==> config.mk <==
export PLATFORM = sky130hd
export DESIGN_NAME = ks_adder_pipe_flat
export DESIGN_NICKNAME = d
export VERILOG_FILES = /design/src/rtl/ks_adder_pipe_if.sv /design/src/rtl/ks_adder_pipe.sv /design/src/flat_wrapper.sv
export SDC_FILE = /design/constraint.sdc
export NUM_CORES = 1
export LEC_CHECK = 0
export CAP_MARGIN = 20
export CORE_AREA = 2 2 96 98
export CTS_CLUSTER_SIZE = 30
export DETAILED_ROUTE_END_ITERATION = 7
export DIE_AREA = 0 0 98 100
export SLEW_MARGIN = 20
export SYNTH_ARGS = -nofsm -noshare
export SYNTH_HDL_FRONTEND = slang
export SYNTH_SLANG_ARGS = --single-unit
==> constraint.sdc <==
create_clock -name clk -period 1.3 [get_ports clk]
set_input_delay 0.26 -clock clk [delete_from_list [all_inputs] [get_ports clk]]
set_output_delay 0.26 -clock clk [all_outputs]
set_load 0.01 [all_outputs]
==> src/rtl/ks_adder_pipe_if.sv <==
// Operand/result stream bundle for ks_adder_pipe: valid/ready on both sides.
interface ks_adder_pipe_if #(
  parameter int unsigned WIDTH = 8
);
  logic             in_valid;
  logic             in_ready;
  logic [WIDTH-1:0] in_a;
  logic [WIDTH-1:0] in_b;
  logic             in_cin;
  logic             in_sub;
  logic             out_valid;
  logic             out_ready;
  logic [WIDTH-1:0] out_sum;
  logic             out_cout;
  logic             out_ovf;

  modport master (
    output in_valid, in_a, in_b, in_cin, in_sub, out_ready,
    input  in_ready, out_valid, out_sum, out_cout, out_ovf
  );

  modport slave (
    input  in_valid, in_a, in_b, in_cin, in_sub, out_ready,
    output in_ready, out_valid, out_sum, out_cout, out_ovf
  );
endinterface

==> src/rtl/ks_adder_pipe.sv <==
// Pipelined Kogge-Stone adder/subtractor with carry-in folded into bit 0 generate,
// optional register per prefix level and a single global stall enable.
module ks_adder_pipe #(
  parameter int unsigned WIDTH = 8,
  parameter bit          PIPE  = 1'b1
) (
  input logic            clk,
  input logic            rst_n,
  ks_adder_pipe_if.slave bus
);
  localparam int unsigned L = $clog2(WIDTH);

  logic adv;
  assign adv          = bus.out_ready | ~bus.out_valid;
  assign bus.in_ready = adv;

  logic [WIDTH-1:0] b_eff, g_in, p_in;
  logic             c_in;

  always_comb begin
    b_eff   = bus.in_sub ? ~bus.in_b : bus.in_b;
    c_in    = bus.in_sub | bus.in_cin;
    p_in    = bus.in_a ^ b_eff;
    g_in    = bus.in_a & b_eff;
    g_in[0] = g_in[0] | (p_in[0] & c_in);
  end

  logic [WIDTH-1:0] s0_g, s0_p;
  logic             s0_c, s0_v;

  always_ff @(posedge clk or negedge rst_n) begin
    if (!rst_n)   s0_v <= 1'b0;
    else if (adv) s0_v <= bus.in_valid;
  end

  always_ff @(posedge clk) begin
    if (adv) begin
      s0_g <= g_in;
      s0_p <= p_in;
      s0_c <= c_in;
    end
  end

  // Each level reads its predecessor by hierarchical name so every stage stays a distinct signal;
  // group propagate is not carried out of the last level because nothing consumes it.
  for (genvar k = 0; k < L; k++) begin : g_lvl
    localparam int unsigned DIST = 1 << k;

    logic [WIDTH-1:0] g_i, p_i, s_i, g_n, g_o, s_o;
    logic             c_i, v_i, c_o, v_o;

    if (k == 0) begin : g_src
      assign g_i = s0_g;
      assign p_i = s0_p;
      assign s_i = s0_p;
      assign c_i = s0_c;
      assign v_i = s0_v;
    end else begin : g_src
      assign g_i = g_lvl[k-1].g_o;
      assign p_i = g_lvl[k-1].g_prop.p_o;
      assign s_i = g_lvl[k-1].s_o;
      assign c_i = g_lvl[k-1].c_o;
      assign v_i = g_lvl[k-1].v_o;
    end

    always_comb begin
      g_n = g_i;
      for (int unsigned i = DIST; i < WIDTH; i++) begin
        g_n[i] = g_i[i] | (p_i[i] & g_i[i-DIST]);
      end
    end

    if (PIPE) begin : g_ff
      always_ff @(posedge clk or negedge rst_n) begin
        if (!rst_n)   v_o <= 1'b0;
        else if (adv) v_o <= v_i;
      end

      always_ff @(posedge clk) begin
        if (adv) begin
          g_o <= g_n;
          s_o <= s_i;
          c_o <= c_i;
        end
      end
    end else begin : g_wire
      assign g_o = g_n;
      assign s_o = s_i;
      assign c_o = c_i;
      assign v_o = v_i;
    end

    if (k + 1 < L) begin : g_prop
      logic [WIDTH-1:0] p_n, p_o;

      always_comb begin
        p_n = p_i;
        for (int unsigned i = DIST; i < WIDTH; i++) begin
          p_n[i] = p_i[i] & p_i[i-DIST];
        end
      end

      if (PIPE) begin : g_ff
        always_ff @(posedge clk) begin
          if (adv) p_o <= p_n;
        end
      end else begin : g_wire
        assign p_o = p_n;
      end
    end
  end

  logic [WIDTH-1:0] g_f, s_f;
  logic             c_f, v_f;

  assign g_f = g_lvl[L-1].g_o;
  assign s_f = g_lvl[L-1].s_o;
  assign c_f = g_lvl[L-1].c_o;
  assign v_f = g_lvl[L-1].v_o;

  always_ff @(posedge clk or negedge rst_n) begin
    if (!rst_n) begin
      bus.out_valid <= 1'b0;
      bus.out_sum   <= '0;
      bus.out_cout  <= 1'b0;
      bus.out_ovf   <= 1'b0;
    end else if (adv) begin
      bus.out_valid <= v_f;
      bus.out_sum   <= s_f ^ {g_f[WIDTH-2:0], c_f};
      bus.out_cout  <= g_f[WIDTH-1];
      bus.out_ovf   <= g_f[WIDTH-2] ^ g_f[WIDTH-1];
    end
  end
endmodule
==> src/flat_wrapper.sv <==
// flat-port wrapper written by rule: the top's interface ports become plain ports
module ks_adder_pipe_flat 
#(
  parameter int unsigned WIDTH = 8,
  parameter bit          PIPE  = 1'b1
)
  (clk, rst_n, bus_in_valid, bus_in_a, bus_in_b, bus_in_cin, bus_in_sub, bus_out_ready, bus_in_ready, bus_out_valid, bus_out_sum, bus_out_cout, bus_out_ovf);
  ks_adder_pipe_if #(.WIDTH(WIDTH)) bus_i ();
  input logic clk;
  input logic rst_n;
  input wire logic [$bits(bus_i.in_valid)-1:0] bus_in_valid;
  input wire logic [$bits(bus_i.in_a)-1:0] bus_in_a;
  input wire logic [$bits(bus_i.in_b)-1:0] bus_in_b;
  input wire logic [$bits(bus_i.in_cin)-1:0] bus_in_cin;
  input wire logic [$bits(bus_i.in_sub)-1:0] bus_in_sub;
  input wire logic [$bits(bus_i.out_ready)-1:0] bus_out_ready;
  output wire logic [$bits(bus_i.in_ready)-1:0] bus_in_ready;
  output wire logic [$bits(bus_i.out_valid)-1:0] bus_out_valid;
  output wire logic [$bits(bus_i.out_sum)-1:0] bus_out_sum;
  output wire logic [$bits(bus_i.out_cout)-1:0] bus_out_cout;
  output wire logic [$bits(bus_i.out_ovf)-1:0] bus_out_ovf;
  assign bus_i.in_valid = bus_in_valid;
  assign bus_i.in_a = bus_in_a;
  assign bus_i.in_b = bus_in_b;
  assign bus_i.in_cin = bus_in_cin;
  assign bus_i.in_sub = bus_in_sub;
  assign bus_i.out_ready = bus_out_ready;
  assign bus_in_ready = bus_i.in_ready;
  assign bus_out_valid = bus_i.out_valid;
  assign bus_out_sum = bus_i.out_sum;
  assign bus_out_cout = bus_i.out_cout;
  assign bus_out_ovf = bus_i.out_ovf;
  ks_adder_pipe #(.WIDTH(WIDTH), .PIPE(PIPE)) u_core (.clk(clk), .rst_n(rst_n), .bus(bus_i));
endmodule
# Yosys cells after proc, flatten, opt, wreduce, memory -nomap -nowiden
# Index checks and enable logic that the tools add are counted.
# classes
n_mux,1
bitwise,57
# ops
operator,n
1-bit bitwise AND,31
1-bit bitwise OR,20
8-bit XOR,2
8-bit bitwise AND,1
8-bit two-way mux,1
8-bit inverter,1
1-bit inverter,1
1-bit XOR,1
# totals
regBits,99

# Logic depth before layout (Yosys ltp)
# Gate-level depths: netlist of run 1.
# depth
depth_word,5
mapped_depth,4
mapped_depth_nobuf,3

# Least setup slack after synthesis of run 1
# OpenSTA, ideal clock, no wires.
# synth_path
kind,reg2reg
from,register u_core.bus.out_valid
to,register u_core.bus.out_cout
setup_slack_ns,-0.113
setup_ns,0.125
t_arrival_ns,1.288
path_buffers,2
path_stages_with_launch,5
path_cell_list,dfrtp_1 > nand2b_4 > buf_6 > buf_12 > mux2_4
# synth_via
elab_chain_len,2
# synth_rtl
item,line,rtl
"start, declared",ks_adder_pipe_if.sv:24,"output in_ready, out_valid, out_sum, out_cout, out_ovf"
"start signal, assigned",ks_adder_pipe.sv:128,bus.out_valid <= v_f;
1-bit inverter,ks_adder_pipe.sv:14,assign adv = bus.out_ready | ~bus.out_valid;
1-bit bitwise OR,ks_adder_pipe.sv:14,
net bus_in_ready,flat_wrapper.sv:17,output wire logic [$bits(bus_i.in_ready)-1:0] bus_in_ready;
"end signal, assigned",ks_adder_pipe.sv:130,bus.out_cout <= g_f[WIDTH-1];
"end, declared",ks_adder_pipe_if.sv:24,
# The timed path passes the listed nets, and every way through them passes these cells.
# A chain may end at the register's enable or synchronous reset.

# Worst setup path after layout of run 1
# layout_path
from,input port bus_out_ready
to,output port bus_in_ready
# layout_via
elab_chain_len,1
# layout_rtl
item,line,rtl
"start, declared",flat_wrapper.sv:16,input wire logic [$bits(bus_i.out_ready)-1:0] bus_out_ready;
1-bit bitwise OR,ks_adder_pipe.sv:14,
"end, declared",flat_wrapper.sv:17,
# No other way between the ends.

==> reports/qor.yml, run 1 <==
outcome: "finished with violations"
violations: "setup timing"
nets: 256
crit_fanout: 2
clk_latency_ns: 0.34
tritoncts: "built"
clk_pin_slew_ns: 0.09
netlist_area_mm2: 0.003421
yosysTopAreaCell: "edfxtp_1"
yosysUniqueCellTypes: 13
synth_top_family_by_area: "multiplexers"
ant_nets: 0
setup.worst_path.end_class: "output port"
synth_compound_area_frac: 0.03950
startpoint_type: "primary input"
grt_pass1_vias: 1503
max_freq_ghz: 0.7585
critPathRequiredTime_ns: 1.04
core-area_mm2: 0.008890
hp-class: "primary input to asynchronous set/reset pin"
synthDominantCellAreaShare: 0.6847
drt_iter0_drc: 44
grt_max_degree: 20
die_x_um: 98
regToRegStartpoint: "u_core.bus.out_valid"
cts-buffers-inserted: 9
hold_viol_final: 0
viasPerCell: 4.298
ctsHoldBuffers: 0
tightest_slew_ns: 0.1928
rsz0062_at_grt: "true"
synth_cells: 166
final_cell_area_mm2: 0.004237
track_usage: 0.09453
antenna_cells: 0
synthAdderAreaFrac: 0.02926
routedWlPerCell_um: 12.24
top_usage_layer: "met2"
drc: 0
synthTopCellsByArea: "edfxtp_1, dfrtp_1, xor2_1, a21o_1, mux2_4"
synth-seq-cells: 93
finalSetupViolCount: 1
r2r_cells: 4
leakage_nw: 1.699
syn_nets: 196
grt_pass1_wl_um: 7017
root_buffer: "clkbuf_8"
synth-simple-area-share: 0.02597
final_cell_mix: "edfxtp_1, clkdlybuf4s50_1, a21o_1, xor2_1, dfrtp_1"
avgSynthCellArea_um2: 20.61
met3_usage: 0.03273
worstPathArrival_ns: 1.06
r2r_end: "u_core.g_lvl[0].c_o"
drv_slew: 0
timing.final.ws_setup_ns: -0.01837
post-dp-hpwl_um: 2756
finalPower_mw: 8.671
die_area_mm2: 0.009800
rows: 35
nFillCells: 766
drtPass1Iterations: 5
maxCapViolCount: 0
multi_input_area_um2: 660.6
synthXorXnorAreaFrac: 0.04353
overflow: 0
cts_sinks: 93
portBuffers: 33
drive_gt1_frac: 0.2251
layout_commonest_cell: "edfxtp_1"
globalplace.congestion: 0.7263
post-route-min-period_ns: 1.318
die_h_um: 100
criticalPathCategory: "primary input to output port"
cts.path.max_buffers: 2
seqCellArea_mm2: 0.002718
htreeDepth: 3
powerDensity_mw_per_mm2: 2047
vias: 1470
ios: 34
antenna_found_initial: 0
crit_start: "bus_out_ready"
post-route-period-util: 1.014
area_growth_pct: 23.85
slew_headroom: 0.8714
crit_path_end: "bus_in_ready"
r2r_slack_ns: 0.03
finalClockSkew_ns: 0.006286
placed_area_mm2: 0.003998
yosysSeqAreaShare: 0.7944
gr-usage-met2: 0.1423
synthMuxAreaShare: 0.05486
ir_worst_vdd_mv: 0.6377
ys_warn_count: 0
use_met1: 0.1227
initial_utilization: 0.3848
routed_wl_um: 4185
## worst max-delay path: stages
cell	delay, ns
clkdlybuf4s50_1	0.40
nand2b_4	0.16
buf_12	0.13
buf_6	0.11
## stage by stage
stage / setup slack [ns] / setup TNS, ns / cells / utilization / hold slack [ns]
after detailed placement: -0.3892 / -21.00 / 319 / 0.4497 / 0.4045
after global routing: -0.06864 / -0.6730 / 342 / 0.4766 / 0.2292
after floorplan: -0.09898 / -0.7918 / 166 / - / -0.03559
after CTS: -0.03583 / -0.06333 / 341 / 0.4742 / 0.2160
final: -0.01837 / -0.01837 / 342 / 0.4766 / 0.2262
after global placement: -0.3158 / -19.89 / 319 / 0.4497 / 0.4013
## where the power goes
group	switching, mW	internal (mW)	leakage [nW]
combinational	0.746	1.18	0.652
clock	0.962	0.700	0.0856
sequential	0.465	4.61	0.961
total	2.17	6.50	1.70
## synthesized netlist by cell type
cell / number
nand2b_4: 1
buf_12: 1
a21o_1: 18
xor2_1: 17
mux2_2: 6
ha_1: 8
dfrtp_1: 15
nand2b_1: 1
mux2_4: 8
and2_1: 10
or2_2: 1
edfxtp_1: 78
buf_6: 2
## routing by layer
layer  vias to the layer above  wire length, µm
met2                        29             1971
li1                        741                -
met5                         -                0
met3                         2              157
met4                         0               48
met1                       698             2007
## final cells by class
cell class,instances,share of cell area
multi-input combinational,70,0.1559
clock inverter,7,0.01211
clock buffer,9,0.02924
tap,111,0.03278
sequential,93,0.6415
timing repair buffer,52,0.1285
## logic make-up after synthesis
group | Yosys count
flops | 93
buf+inv | 3
compound gates | 18
simple gates | 13
mux | 14
fa+ha+maj | 8
xor+xnor | 17
## state kept, by name (all words and copies together) (netlist names), 2 cells and up
name and flops:
u_core.g_lvl.g_i 8, u_core.g_lvl.g_prop.p_o 12, u_core.g_f 8, u_core.g_lvl.v_o 3, u_core.g_lvl.s_o 22, u_core.g_lvl.g_o 16, u_core.g_lvl.p_i 8, u_core.g_lvl.c_o 2
u_core.bus.out_sum 8
## what timing repair did
action | CTS | global route
endpoints found under the hold margin | 0 | 0
gates resized for setup | 16 | 8
endpoints found under the setup margin | 13 | 38
setup buffers | 6 | 1
pin swaps | 0 | 0
## worst min path at each step
| stage | start | slack (ns) | end | cells past startpoint |
|---|---|---|---|---|
| global placement | u_core.g_lvl[1].g_prop.p_o[0] | 0.40 | u_core.g_lvl[2].s_o[0] | 0 |
| finish | rst_n | 0.23 | u_core.bus.out_sum[1] | 2 |
| global route | rst_n | 0.23 | u_core.bus.out_sum[0] | 2 |
| floorplan | rst_n | -0.04 | u_core.bus.out_cout | 0 |
| CTS | rst_n | 0.22 | u_core.bus.out_sum[0] | 2 |
| detailed placement | u_core.g_lvl[0].c_o | 0.40 | u_core.g_lvl[1].c_o | 0 |
(Power assumes the default switching activity.)
==> inputs of run 2 (changes only) <==
SETUP_SLACK_MARGIN = 0.05   (was default)
==> run 2 against run 1 <==
  * The flow still finishes with violations (setup timing)
  * Critical path type unchanged
  * Critical endpoint unchanged
  * First-iteration DRC count fell by 9.1%
  * Flip-flop and latch count did not move
  * Utilization rose by 0.35 points
==> reports/qor.yml, run 2 (synthesis gave the netlist of run 1 again) <==
final_cells: 346  # +1.2%
worstPathArrival_ns: 1.06  # about the same
hp-class: "primary input to asynchronous set/reset pin"
drtPass1Iterations: 5  # unchanged
rows: 35  # unchanged
routed_wl_um: 4399  # +5.1%
grt_max_degree: 20  # unchanged
grt_pass1_vias: 1509  # +0.40%
htreeDepth: 3  # unchanged
tritoncts: "built"
tightest_slew_ns: 0.1927  # -0.00009251 ns
max_freq_ghz: 0.7579  # about the same
nFillCells: 766  # unchanged
globalplace.congestion: 0.7263  # unchanged
cts-buffers-inserted: 9  # unchanged
drt_iter0_drc: 40  # -9.1%
post-route-min-period_ns: 1.319  # +0.001103 ns
multi_input_area_um2: 668.1  # +1.1%
critPathRequiredTime_ns: 1.04  # about the same
portBuffers: 33  # unchanged
holdWs_ns: 0.2287  # +0.002491 ns
track_usage: 0.09515  # +0.0006204
drv_slew: 0  # unchanged
clk_pin_slew_ns: 0.08  # about the same
criticalPathCategory: "primary input to output port"
place_inst: 319  # unchanged
hold_viol_final: 0  # unchanged
rsz0062_at_grt: "true"
final_cell_mix: "edfxtp_1, clkdlybuf4s50_1, a21o_1, xor2_1, dfrtp_1"
drc: 0  # unchanged
initial_utilization: 0.3848  # unchanged
fin_tns_setup_ns: -0.01947  # -0.001103 ns
maxCapViolCount: 0  # unchanged
nets: 260  # +1.6%
top_regs: "u_core.g_lvl.s_o: 22 flops, u_core.g_lvl.g_o: 16 flops, u_core.g_lvl.g_prop.p_o: 12 flops"
slew_headroom: 0.8715  # about the same
setup.worst_path.end_class: "output port"
r2r_slack_ns: 0.03  # about the same
violations: "setup timing"
final_core_util: 0.4801  # +0.003518
core-area_mm2: 0.008890  # unchanged
ctsHoldBuffers: 0  # unchanged
layout_commonest_cell: "edfxtp_1"
seqCellArea_mm2: 0.002718  # unchanged
vias: 1491  # +1.4%
antenna_found_initial: 0  # unchanged
crit_fanout: 2  # unchanged
top_register: "u_core.g_lvl.s_o"
cts_sinks: 93  # unchanged
viasPerCell: 4.309  # +0.26%
finalSetupViolCount: 1  # unchanged
overflow: 0  # unchanged
area_growth_pct: 24.76
ir_worst_vdd_mv: 0.6406  # +0.46%
die_x_um: 98  # unchanged
startpoint_type: "primary input"
antenna_cells: 0  # unchanged
cts.path.max_buffers: 2  # unchanged
ant_nets: 0  # unchanged
timing.final.ws_setup_ns: -0.01947  # -0.001103 ns
leakage_nw: 1.727  # +1.6%
ios: 34  # unchanged
largest_register_ffs: 22  # unchanged
die_area_mm2: 0.009800  # unchanged
outcome: "finished with violations"
drive_gt1_frac: 0.2851  # +0.06000
place_ws_ns: -0.3892  # unchanged
post-route-period-util: 1.015  # about the same
finalClockSkew_ns: 0.006110  # -0.0001760 ns
powerDensity_mw_per_mm2: 2051  # +0.23%
die_h_um: 100  # unchanged
post-dp-hpwl_um: 2756  # unchanged
root_buffer: "clkbuf_8"
clk_latency_ns: 0.34  # about the same
grt_pass1_wl_um: 7044  # +0.38%
routedWlPerCell_um: 12.71  # +3.9%
-- run 2: stage by stage --
step	area (µm²)	power, mW
3_5_place_dp	3998	7.090
3_3_place_gp	3998	7.034
6_report	4268	8.755
5_1_grt	4268	9.263
4_1_cts	4235	8.814
2_1_floorplan	3428	6.164
-- run 2: cell type report --
class / instances / share of cell area
multi-input combinational: 70 / 0.1566
clock buffer: 9 / 0.02902
tap: 111 / 0.03254
clock inverter: 7 / 0.01202
sequential: 93 / 0.6368
timing repair buffer: 56 / 0.1331
-- run 2: final timing paths --
check,endpoint,cells after the start,startpoint
worst min register to register,u_core.g_lvl[2].s_o[3],0,u_core.g_lvl[1].s_o[3]
worst max-delay path,bus_in_ready,4,bus_out_ready
worst max register to register,u_core.g_lvl[0].c_o,4,u_core.bus.out_valid
max in group asynchronous,u_core.bus.out_sum[2],2,rst_n
min in group clk,u_core.g_lvl[2].s_o[3],0,u_core.g_lvl[1].s_o[3]
worst min-delay path,u_core.bus.out_sum[1],2,rst_n
-- run 2: worst max-delay path, stage by stage --
cell             delay (ns)
clkdlybuf4s50_1        0.40
nand2b_4               0.16
buf_12                 0.13
buf_6                  0.11
-- run 2: timing repair --
action | 4_1_cts | 5_1_grt
setup endpoints to repair | 19 | 55
cloned | 0 | 3
resized for setup | 33 | 10
endpoints found under the hold margin | 0 | 0
buffers inserted | 7 | 1
-- run 2: metal layers --
layer	share of wire	up-vias	track usage
li1	-	746	-
met1	0.47	712	0.1222
met2	0.48	31	0.1449
met3	0.040	2	0.03273
met4	0.011	0	0.04808
met5	0	-	0
-- run 2: where the power goes --
part           internal [mW]  switching [mW]  total, mW
logic                   1.23           0.788       2.01
registers               4.61           0.465       5.08
clock network          0.700           0.964       1.66
total                   6.54            2.22       8.76
==> inputs of run 3 (changes only) <==
SKIP_LAST_GASP = 1   (was default)
==> run 3 against run 2 <==
  * The run still ends with setup timing left
  * Final area shrank 0.35%
  * Combinational power is essentially flat
  * Fmax unchanged
  * Routed wire length is 1.3% lower
  * Critical path depth unchanged
  * Non-clock buffer count shrank 1
  * Register-to-register slack hardly changed
  * Global-route usage stayed put
==> reports/qor.yml, run 3 (synthesis gave the netlist of run 1 again) <==
outcome: "finished with violations"
violations: "setup timing"
core-area_mm2: 0.008890  # unchanged
ios: 34  # unchanged
area_growth_pct: 24.32
leakage_nw: 1.719  # -0.43%
drt_iter0_drc: 59  # +48%
rows: 35  # unchanged
clk_pin_slew_ns: 0.08  # about the same
antenna_found_initial: 0  # unchanged
layout_commonest_cell: "edfxtp_1"
portBuffers: 33  # unchanged
r2r_slack_ns: 0.03  # about the same
powerDensity_mw_per_mm2: 2051  # about the same
initial_utilization: 0.3848  # unchanged
post-route-min-period_ns: 1.319  # unchanged
drc: 0  # unchanged
nets: 259  # -0.38%
critPathRequiredTime_ns: 1.04  # about the same
place_ws_ns: -0.3892  # unchanged
grt_max_degree: 20  # unchanged
routedWlPerCell_um: 12.58  # -1.1%
final_cell_mix: "edfxtp_1, clkdlybuf4s50_1, a21o_1, xor2_1, dfrtp_1"
crit_path_end: "bus_in_ready"
post-route-period-util: 1.015  # unchanged
root_buffer: "clkbuf_8"
timing.final.ws_setup_ns: -0.01947  # unchanged
cts-buffers-inserted: 9  # unchanged
htreeDepth: 3  # unchanged
clk_latency_ns: 0.34  # about the same
crit_start: "bus_out_ready"
setup.worst_path.end_class: "output port"
regToRegStartpoint: "u_core.bus.out_valid"
ant_nets: 0  # unchanged
cts_sinks: 93  # unchanged
ir_worst_vdd_mv: 0.6404  # about the same
track_usage: 0.09515  # unchanged
drv_slew: 0  # unchanged
final_cell_area_mm2: 0.004253  # -0.35%
slew_headroom: 0.8715  # unchanged
multi_input_area_um2: 668.1  # unchanged
hold_viol_final: 0  # unchanged
cts.path.max_buffers: 2  # unchanged
finalSetupViolCount: 1  # unchanged
hp-class: "primary input to asynchronous set/reset pin"
top_register: "u_core.g_lvl.s_o"
nFillCells: 766  # unchanged
finalClockSkew_ns: 0.006218  # +0.0001076 ns
max_freq_ghz: 0.7579  # unchanged
post-dp-hpwl_um: 2756  # unchanged
vias: 1483  # -0.54%
drtPass1Iterations: 5  # unchanged
seqCellArea_mm2: 0.002718  # unchanged
globalplace.congestion: 0.7263  # unchanged
die_x_um: 98  # unchanged
routed_wl_um: 4340  # -1.3%
tightest_slew_ns: 0.1927  # unchanged
criticalPathCategory: "primary input to output port"
die_area_mm2: 0.009800  # unchanged
maxCapViolCount: 0  # unchanged
r2r_cells: 4  # unchanged
drive_gt1_frac: 0.2821  # -0.003055
rsz0062_at_grt: "true"
grt_pass1_vias: 1509  # unchanged
overflow: 0  # unchanged
tritoncts: "built"
worstPathArrival_ns: 1.06  # about the same
r2r_end: "u_core.g_lvl[0].c_o"
die_h_um: 100  # unchanged
antenna_cells: 0  # unchanged
largest_register_ffs: 22  # unchanged
placed_area_mm2: 0.003998  # unchanged
viasPerCell: 4.299  # -0.25%
crit_fanout: 2  # unchanged
grt_pass1_wl_um: 7044  # unchanged
top_regs: "u_core.g_lvl.s_o: 22 flops, u_core.g_lvl.g_o: 16 flops, u_core.g_lvl.g_prop.p_o: 12 flops"
startpoint_type: "primary input"
[run 3: worst max-delay path: stages]
cell and delay [ns]:
clkdlybuf4s50_1 0.40, nand2b_4 0.16, buf_12 0.13, buf_6 0.11
[run 3: routing by layer]
layer | up-vias | share of wire | track usage
met4 | 0 | 0.011 | 0.04808
met2 | 31 | 0.48 | 0.1449
met5 | - | 0 | 0
met1 | 706 | 0.47 | 0.1222
li1 | 744 | - | -
met3 | 2 | 0.041 | 0.03273
[run 3: timing repair]
item / 4_1_cts / 5_1_grt
endpoints found under the setup margin: 19 / 41
cloned: 0 / 2
gates resized for setup: 32 / 10
buffers inserted: 7 / 1
hold buffers: 0 / 0
[run 3: worst min-delay path by stage]
stage	start	end	slack, ns	depth (start not counted)
3_3_place_gp	u_core.g_lvl[1].g_prop.p_o[0]	u_core.g_lvl[2].s_o[0]	0.40	0
3_5_place_dp	u_core.g_lvl[0].c_o	u_core.g_lvl[1].c_o	0.40	0
5_1_grt	rst_n	u_core.bus.out_sum[0]	0.23	2
4_1_cts	rst_n	u_core.bus.out_sum[0]	0.22	2
2_1_floorplan	rst_n	u_core.bus.out_cout	-0.04	0
6_report	rst_n	u_core.bus.out_sum[1]	0.23	2
[run 3: layout make-up]
class / count / area share
multi-input combinational: 70 / 0.1571
clock inverter: 7 / 0.01206
tap: 111 / 0.03266
sequential: 93 / 0.6390
timing repair buffer: 55 / 0.1300
clock buffer: 9 / 0.02913
[run 3: report_power, final]
| part | internal, mW | total [mW] | switching (mW) |
|---|---|---|---|
| registers | 4.61 | 5.08 | 0.465 |
| clock network | 0.700 | 1.66 | 0.960 |
| logic | 1.21 | 1.98 | 0.779 |
[run 3: per-stage QoR]
step | hold slack (ns) | setup TNS [ns] | instances | total power [mW] | utilization
after floorplan | -0.03559 | -0.7918 | 166 | 6.164 | -
after global placement | 0.4013 | -19.89 | 319 | 7.034 | 0.4497
after detailed placement | 0.4045 | -21.00 | 319 | 7.090 | 0.4497
after CTS | 0.2160 | -0.06333 | 342 | 8.807 | 0.4760
after global routing | 0.2292 | -0.6730 | 345 | 9.231 | 0.4784
final | 0.2286 | -0.01947 | 345 | 8.722 | 0.4784
